$ cat src/rtl/demux_rr_dispatch_pkg.sv
// Shared encodings and helpers for the round-robin demux feeder.
package demux_rr_dispatch_pkg;

    typedef enum logic {
        IDLE = 1'b0,
        HOLD = 1'b1
    } state_t;

    localparam logic MODE_RR  = 1'b0;
    localparam logic MODE_FIX = 1'b1;

    localparam int unsigned NCH = 4;

    function automatic logic [1:0] next_ch(input logic [1:0] ch);
        return ch + 2'd1;
    endfunction

endpackage

$ cat src/rtl/demux_rr_dispatch_timeout_ctr.sv
// Wait counter for a held word; strobes expire on the last cycle of the window.
module dispatch_timeout_ctr #(
    parameter int unsigned TIMEOUT = 8
) (
    input  logic clk,
    input  logic rst,
    input  logic clear,
    input  logic enable,
    output logic expire
);

    localparam int unsigned CW = (TIMEOUT == 0) ? 1 : $clog2(TIMEOUT + 1);
    localparam logic [CW-1:0] LAST = (TIMEOUT == 0) ? '0 : CW'(TIMEOUT - 1);
    localparam logic [CW-1:0] MAX  = '1;

    logic [CW-1:0] wcnt;

    // Saturates so fixed-mode and disabled-timeout waits never wrap into a false expiry.
    always_ff @(posedge clk or posedge rst) begin
        if (rst) begin
            wcnt <= '0;
        end else if (clear) begin
            wcnt <= '0;
        end else if (enable && (wcnt != MAX)) begin
            wcnt <= wcnt + 1'b1;
        end
    end

    assign expire = (TIMEOUT != 0) && enable && (wcnt == LAST);

endmodule

$ cat src/rtl/demux_rr_dispatch.sv
// Single-word valid/ready holding stage feeding a 1-to-4 demux, with
// round-robin or fixed targeting and timeout retargeting around stalled channels.
module demux_rr_dispatch
    import demux_rr_dispatch_pkg::*;
#(
    parameter int unsigned W       = 4,
    parameter int unsigned TIMEOUT = 8
) (
    input  logic           clk,
    input  logic           rst,
    input  logic [W-1:0]   in_data,
    input  logic           in_valid,
    output logic           in_ready,
    input  logic           mode,
    input  logic [1:0]     fix_sel,
    input  logic [NCH-1:0] ch_ready,
    output logic [W-1:0]   dmx_in,
    output logic [1:0]     dmx_sel,
    output logic           dmx_valid,
    output logic           skip_pulse
);

    state_t       state, state_n;
    logic [W-1:0] data_n;
    logic [1:0]   sel_n;
    logic [1:0]   ptr, ptr_n, ptr_eff;
    logic         mode_q, mode_n;
    logic         skip_n;
    logic         fire, accept, enable, expire, retarget, clear;

    assign fire      = (state == HOLD) && ch_ready[dmx_sel];
    assign in_ready  = (state == IDLE) || fire;
    assign accept    = in_valid && in_ready;
    assign enable    = (state == HOLD) && !fire;
    assign retarget  = expire && (mode_q == MODE_RR);
    assign clear     = accept || retarget;
    assign dmx_valid = (state == HOLD);

    dispatch_timeout_ctr #(
        .TIMEOUT (TIMEOUT)
    ) u_timeout (
        .clk    (clk),
        .rst    (rst),
        .clear  (clear),
        .enable (enable),
        .expire (expire)
    );

    always_comb begin
        state_n = state;
        data_n  = dmx_in;
        sel_n   = dmx_sel;
        ptr_n   = ptr;
        ptr_eff = ptr;
        mode_n  = mode_q;
        skip_n  = 1'b0;

        // A back-to-back accept must see the pointer already advanced past the firing channel.
        if (fire) begin
            ptr_n   = next_ch(dmx_sel);
            ptr_eff = ptr_n;
        end

        if (accept) begin
            state_n = HOLD;
            data_n  = in_data;
            sel_n   = (mode == MODE_FIX) ? fix_sel : ptr_eff;
            mode_n  = mode;
        end else if (fire) begin
            state_n = IDLE;
            data_n  = '0;
        end else if (retarget) begin
            sel_n  = next_ch(dmx_sel);
            skip_n = 1'b1;
        end
    end

    always_ff @(posedge clk or posedge rst) begin
        if (rst) begin
            state      <= IDLE;
            dmx_in     <= '0;
            dmx_sel    <= '0;
            ptr        <= '0;
            mode_q     <= MODE_RR;
            skip_pulse <= 1'b0;
        end else begin
            state      <= state_n;
            dmx_in     <= data_n;
            dmx_sel    <= sel_n;
            ptr        <= ptr_n;
            mode_q     <= mode_n;
            skip_pulse <= skip_n;
        end
    end

endmodule

$ cat config.mk
export PLATFORM = sky130hd
export DESIGN_NAME = demux_rr_dispatch
export DESIGN_NICKNAME = d
export VERILOG_FILES = /design/src/rtl/demux_rr_dispatch_pkg.sv /design/src/rtl/demux_rr_dispatch_timeout_ctr.sv /design/src/rtl/demux_rr_dispatch.sv
export SDC_FILE = /design/constraint.sdc
export NUM_CORES = 1
export LEC_CHECK = 0
export BUFFER_PORTS_ARGS = -buffer_cell sky130_fd_sc_hd__buf_2
export CAP_MARGIN = 20
export CORE_ASPECT_RATIO = 1.1
export CORE_MARGIN = 1.5
export CORE_UTILIZATION = 50
export CTS_CLUSTER_DIAMETER = 100
export DETAILED_ROUTE_END_ITERATION = 7
export GPL_TIMING_DRIVEN = 0
export PLACE_DENSITY_LB_ADDON = 0.15
export SLEW_MARGIN = 20
export SYNTH_ARGS = -nofsm -noshare
export SYNTH_HDL_FRONTEND = slang
export SYNTH_HIERARCHICAL = 1
export SYNTH_SLANG_ARGS = --single-unit
$ cat constraint.sdc
create_clock -name clk -period 3.5 [get_ports clk]
set_input_delay 0.175 -clock clk [delete_from_list [all_inputs] [get_ports clk]]
set_output_delay 0.175 -clock clk [all_outputs]
set_load 0.01 [all_outputs]
==> flow_metrics.tcl <==
set metrics [dict create \
    worst_path_most_repeated_cell "sky130_fd_sc_hd__buf_6" \
    critical-path-slowest-cell "sky130_fd_sc_hd__mux4_2" \
    fin_crit_sh 0.848 \
    io_pins 23 \
    post_cts_resized 0 \
    mappedNetlistNets 94 \
    drt_first_iter_violations 19 \
    fin_total_pwr_w 0.000777 \
    die_height_um 46.4 \
    antenna-diode-count 0 \
    first_global_vias 642 \
    area_growth_syn_to_layout_pct 19.8 \
    synthCells 79 \
    leakage_nw 0.499 \
    endpoint_arrival_time_on_the_critical_path_ps 3150 \
    critPathLaunch "dmx_sel[0]$_DFFE_PP0P_" \
    grt_pass1_wl_mm 2.73 \
    timing_max_transition_violations_final 0 \
    numClockSinks 15 \
    cts.repair_timing.setup_buffer_count 0 \
    grt_overflow 0 \
    die_area_mm2 0.00197 \
    max_freq_ghz 0.337 \
    drc_errors 0 \
    max_slew.worst_pin.slew_ps 434 \
    crit-reg2reg-launch "dmx_sel[0]$_DFFE_PP0P_" \
    report.final.setup_viol 0 \
    worst_skew_pair.late_latency_ps 280 \
    place.detailed.hpwl_mm 1.27 \
    grt_util_all_layers 0.189 \
    cts-buffers-inserted 3 \
    hold_viol_final 0 \
    critPathMaxStageDelay_ps 510 \
    post_cts_hold_buffer_count 1 \
    yosys.cell_types.count 34 \
    clock_tree.htree_level_count 1 \
    yosysWarningCount 6 \
    routed_wire_length_per_instance_um 13.9 \
    finalCriticalPeriod_ps 2970 \
    clock_tree_from_tritoncts "yes" \
    synth_seq_cells 15 \
    drive_above_1_share 0.349 \
    crit_path_end "dmx_sel[1]$_DFFE_PP0P_" \
    finalWorstSetupSlack_ps 530 \
    timing.clock.skew_ps 3.85 \
    critPathRequiredTime_ps 3680 \
    post-place-ws_ps 541 \
    critical_path.cell_chain "buf_6, mux4_2, buf_6, or2_2, inv_1, and4b_1, nor2b_1, mux2i_1, a211o_1, a221o_1" \
    maxCapViolCount 0 \
    stdcell_count 123 \
    net_count_final 122 \
    coreArea_mm2 0.00158 \
    maximum_buffer_depth_of_the_clock_tree 2 \
    worst_ir_drop_vdd_mv 0.393 \
    worst_r2r_path_depth 10 \
    power.density_mw_per_mm2 759 \
    finish.utilization 0.649 \
    buffer_ports.inserted 22 \
    placed_cells 118 \
    drt_wl_total_mm 1.71 \
    drt_pass1_iterations 4 \
    num_vias 691 \
    setup.worst_path.end_class "flop" \
    total_number_of_placement_rows 15 \
    cts-root-buf "sky130_fd_sc_hd__clkbuf_4" \
    grt_start_max_net_pins 12 \
    antenna_found_initial 0 \
    critPathLaunchType "flop" \
    min-delay-path-class "primary input to flop" \
    critical_path.max_fanout 10 \
    die-width_um 42.4 \
    path_type_of_the_worst_setup_path "flop to flop" \
    grt_setup_unrepaired "no" \
    synth-seq-area-share 0.439 \
    synth.cell_area_um2 855 \
    setup-tns-final_ps 0 \
    antenna_left 0 \
    reg2reg_setup_slack_ps 530 \
    initial_core_util 0.542 \
    outcome "complete, no violations" \
    critical_path.reg2reg.endpoint "dmx_sel[1]$_DFFE_PP0P_" \
    routabilityCongestion 0.804 \
    syn_area_per_cell_um2 10.8 \
    worst_setup_hold_path_clk_slew_ps 90 \
    timing.slew.headroom 0.710 \
    via_per_inst 5.62 \
]
==> worst min path at each step <==
stage	from	end	slack (ps)	cells after the start
6_report	in_data[1]	dmx_in[1]$_DFFE_PP0P_	110	2
5_1_grt	in_data[0]	dmx_in[0]$_DFFE_PP0P_	110	2
4_1_cts	in_data[1]	dmx_in[1]$_DFFE_PP0P_	100	2
3_5_place_dp	rst	u_timeout/wcnt[0]$_DFFE_PP0P_	80	2
3_3_place_gp	rst	u_timeout/wcnt[0]$_DFFE_PP0P_	70	2
2_1_floorplan	rst	u_timeout/wcnt[0]$_DFFE_PP0P_	-60	1
==> final cells by class <==
type | instances | area, µm²
plain buffers | 3 | 26.3
clock buffers | 3 | 22.5
clock inverters | 1 | 5.00
fillers | 132 | 553
inverters | 6 | 22.5
multi-input cells | 55 | 430
flip-flops and latches | 15 | 375
well taps | 17 | 21.3
repair buffers | 23 | 120
==> cells by family after synthesis <==
family,after synthesis,synth area share
fa+ha+maj,1,0.0146
buf+inv,9,0.0571
simple gates,26,0.180
flops,15,0.439
compound gates,21,0.205
mux,7,0.104
==> critical path: cells and delay by family (launching register included) <==
kind                   cells  cell delay, ps
flip-flops                 1             370
buffers and inverters      3             450
multiplexers               2             620
AO/OA/AOI/OAI              2             610
AND/OR/NAND/NOR            3             820
==> power by group <==
| group | internal, W | leakage, nW | switching, W |
|---|---|---|---|
| combinational | 0.000193 | 0.295 | 0.000199 |
| sequential | 0.000241 | 0.186 | 0.0000457 |
| clock | 0.0000425 | 0.0177 | 0.0000561 |
==> cells in the mapped netlist (all sizes together) <==
cell type | instances | share of area
dfrtp | 15 | 0.44
a21oi | 6 | 0.035
inv | 6 | 0.026
nor2b | 6 | 0.044
nand2b | 5 | 0.037
a22o | 4 | 0.041
mux2i | 4 | 0.047
nand2 | 3 | 0.013
a211oi | 2 | 0.018
buf | 2 | 0.026
mux2 | 2 | 0.031
nand3 | 2 | 0.012
nor2 | 2 | 0.0088
nor3 | 2 | 0.018
or2 | 2 | 0.015
a211o | 1 | 0.010
a21o | 1 | 0.0088
a221o | 1 | 0.012
a31oi | 1 | 0.025
a32o | 1 | 0.012
and2 | 1 | 0.0073
and4b | 1 | 0.012
clkbuf | 1 | 0.0044
ha | 1 | 0.015
mux4 | 1 | 0.026
nand4 | 1 | 0.0073
nor4 | 1 | 0.0073
o2111ai | 1 | 0.010
o21a | 1 | 0.018
o21ai | 1 | 0.0059
o311ai | 1 | 0.010
==> placed cells by master, fill, tap and decap left out, types with 2 or more instances in the layout <==
master                     Yosys  routed
sky130_fd_sc_hd__a211oi_1      2       2
sky130_fd_sc_hd__a21oi_1       6       6
sky130_fd_sc_hd__a22o_1        4       4
sky130_fd_sc_hd__buf_2         0      22
sky130_fd_sc_hd__buf_6         2       2
sky130_fd_sc_hd__clkbuf_4      0       3
sky130_fd_sc_hd__dfrtp_1      15      15
sky130_fd_sc_hd__inv_1         5       5
sky130_fd_sc_hd__mux2i_1       4       4
sky130_fd_sc_hd__nand2_1       3       3
sky130_fd_sc_hd__nand2b_1      5       5
sky130_fd_sc_hd__nand3_1       2       2
sky130_fd_sc_hd__nor2_1        2       2
sky130_fd_sc_hd__nor2b_1       6       6
sky130_fd_sc_hd__or2_2         2       2
==> through the flow <==
step                      hold slack [ps]  area, µm²
after detailed placement             75.5        986
after global routing                  107       1020
after floorplan                     -58.9        855
after CTS                             103       1020
after global placement               71.6        986
final                                 111       1020
==> sequential cells by signal, indices dropped and copies added, names as in the netlist <==
register / cells
dmx_valid: 1
u_timeout/wcnt: 4
dmx_sel: 2
ptr: 2
dmx_in: 4
mode_q: 1
skip_pulse: 1
==> per-layer routing <==
metal  up-vias  global-route usage  share of wire
li1        339                   -              -
met1       324               0.250           0.48
met4         0              0.0938          0.016
met3         4              0.0353          0.047
met2        24               0.302           0.46
met5         -                   0              0
No activity file was read; power rests on OpenSTA's default activity.
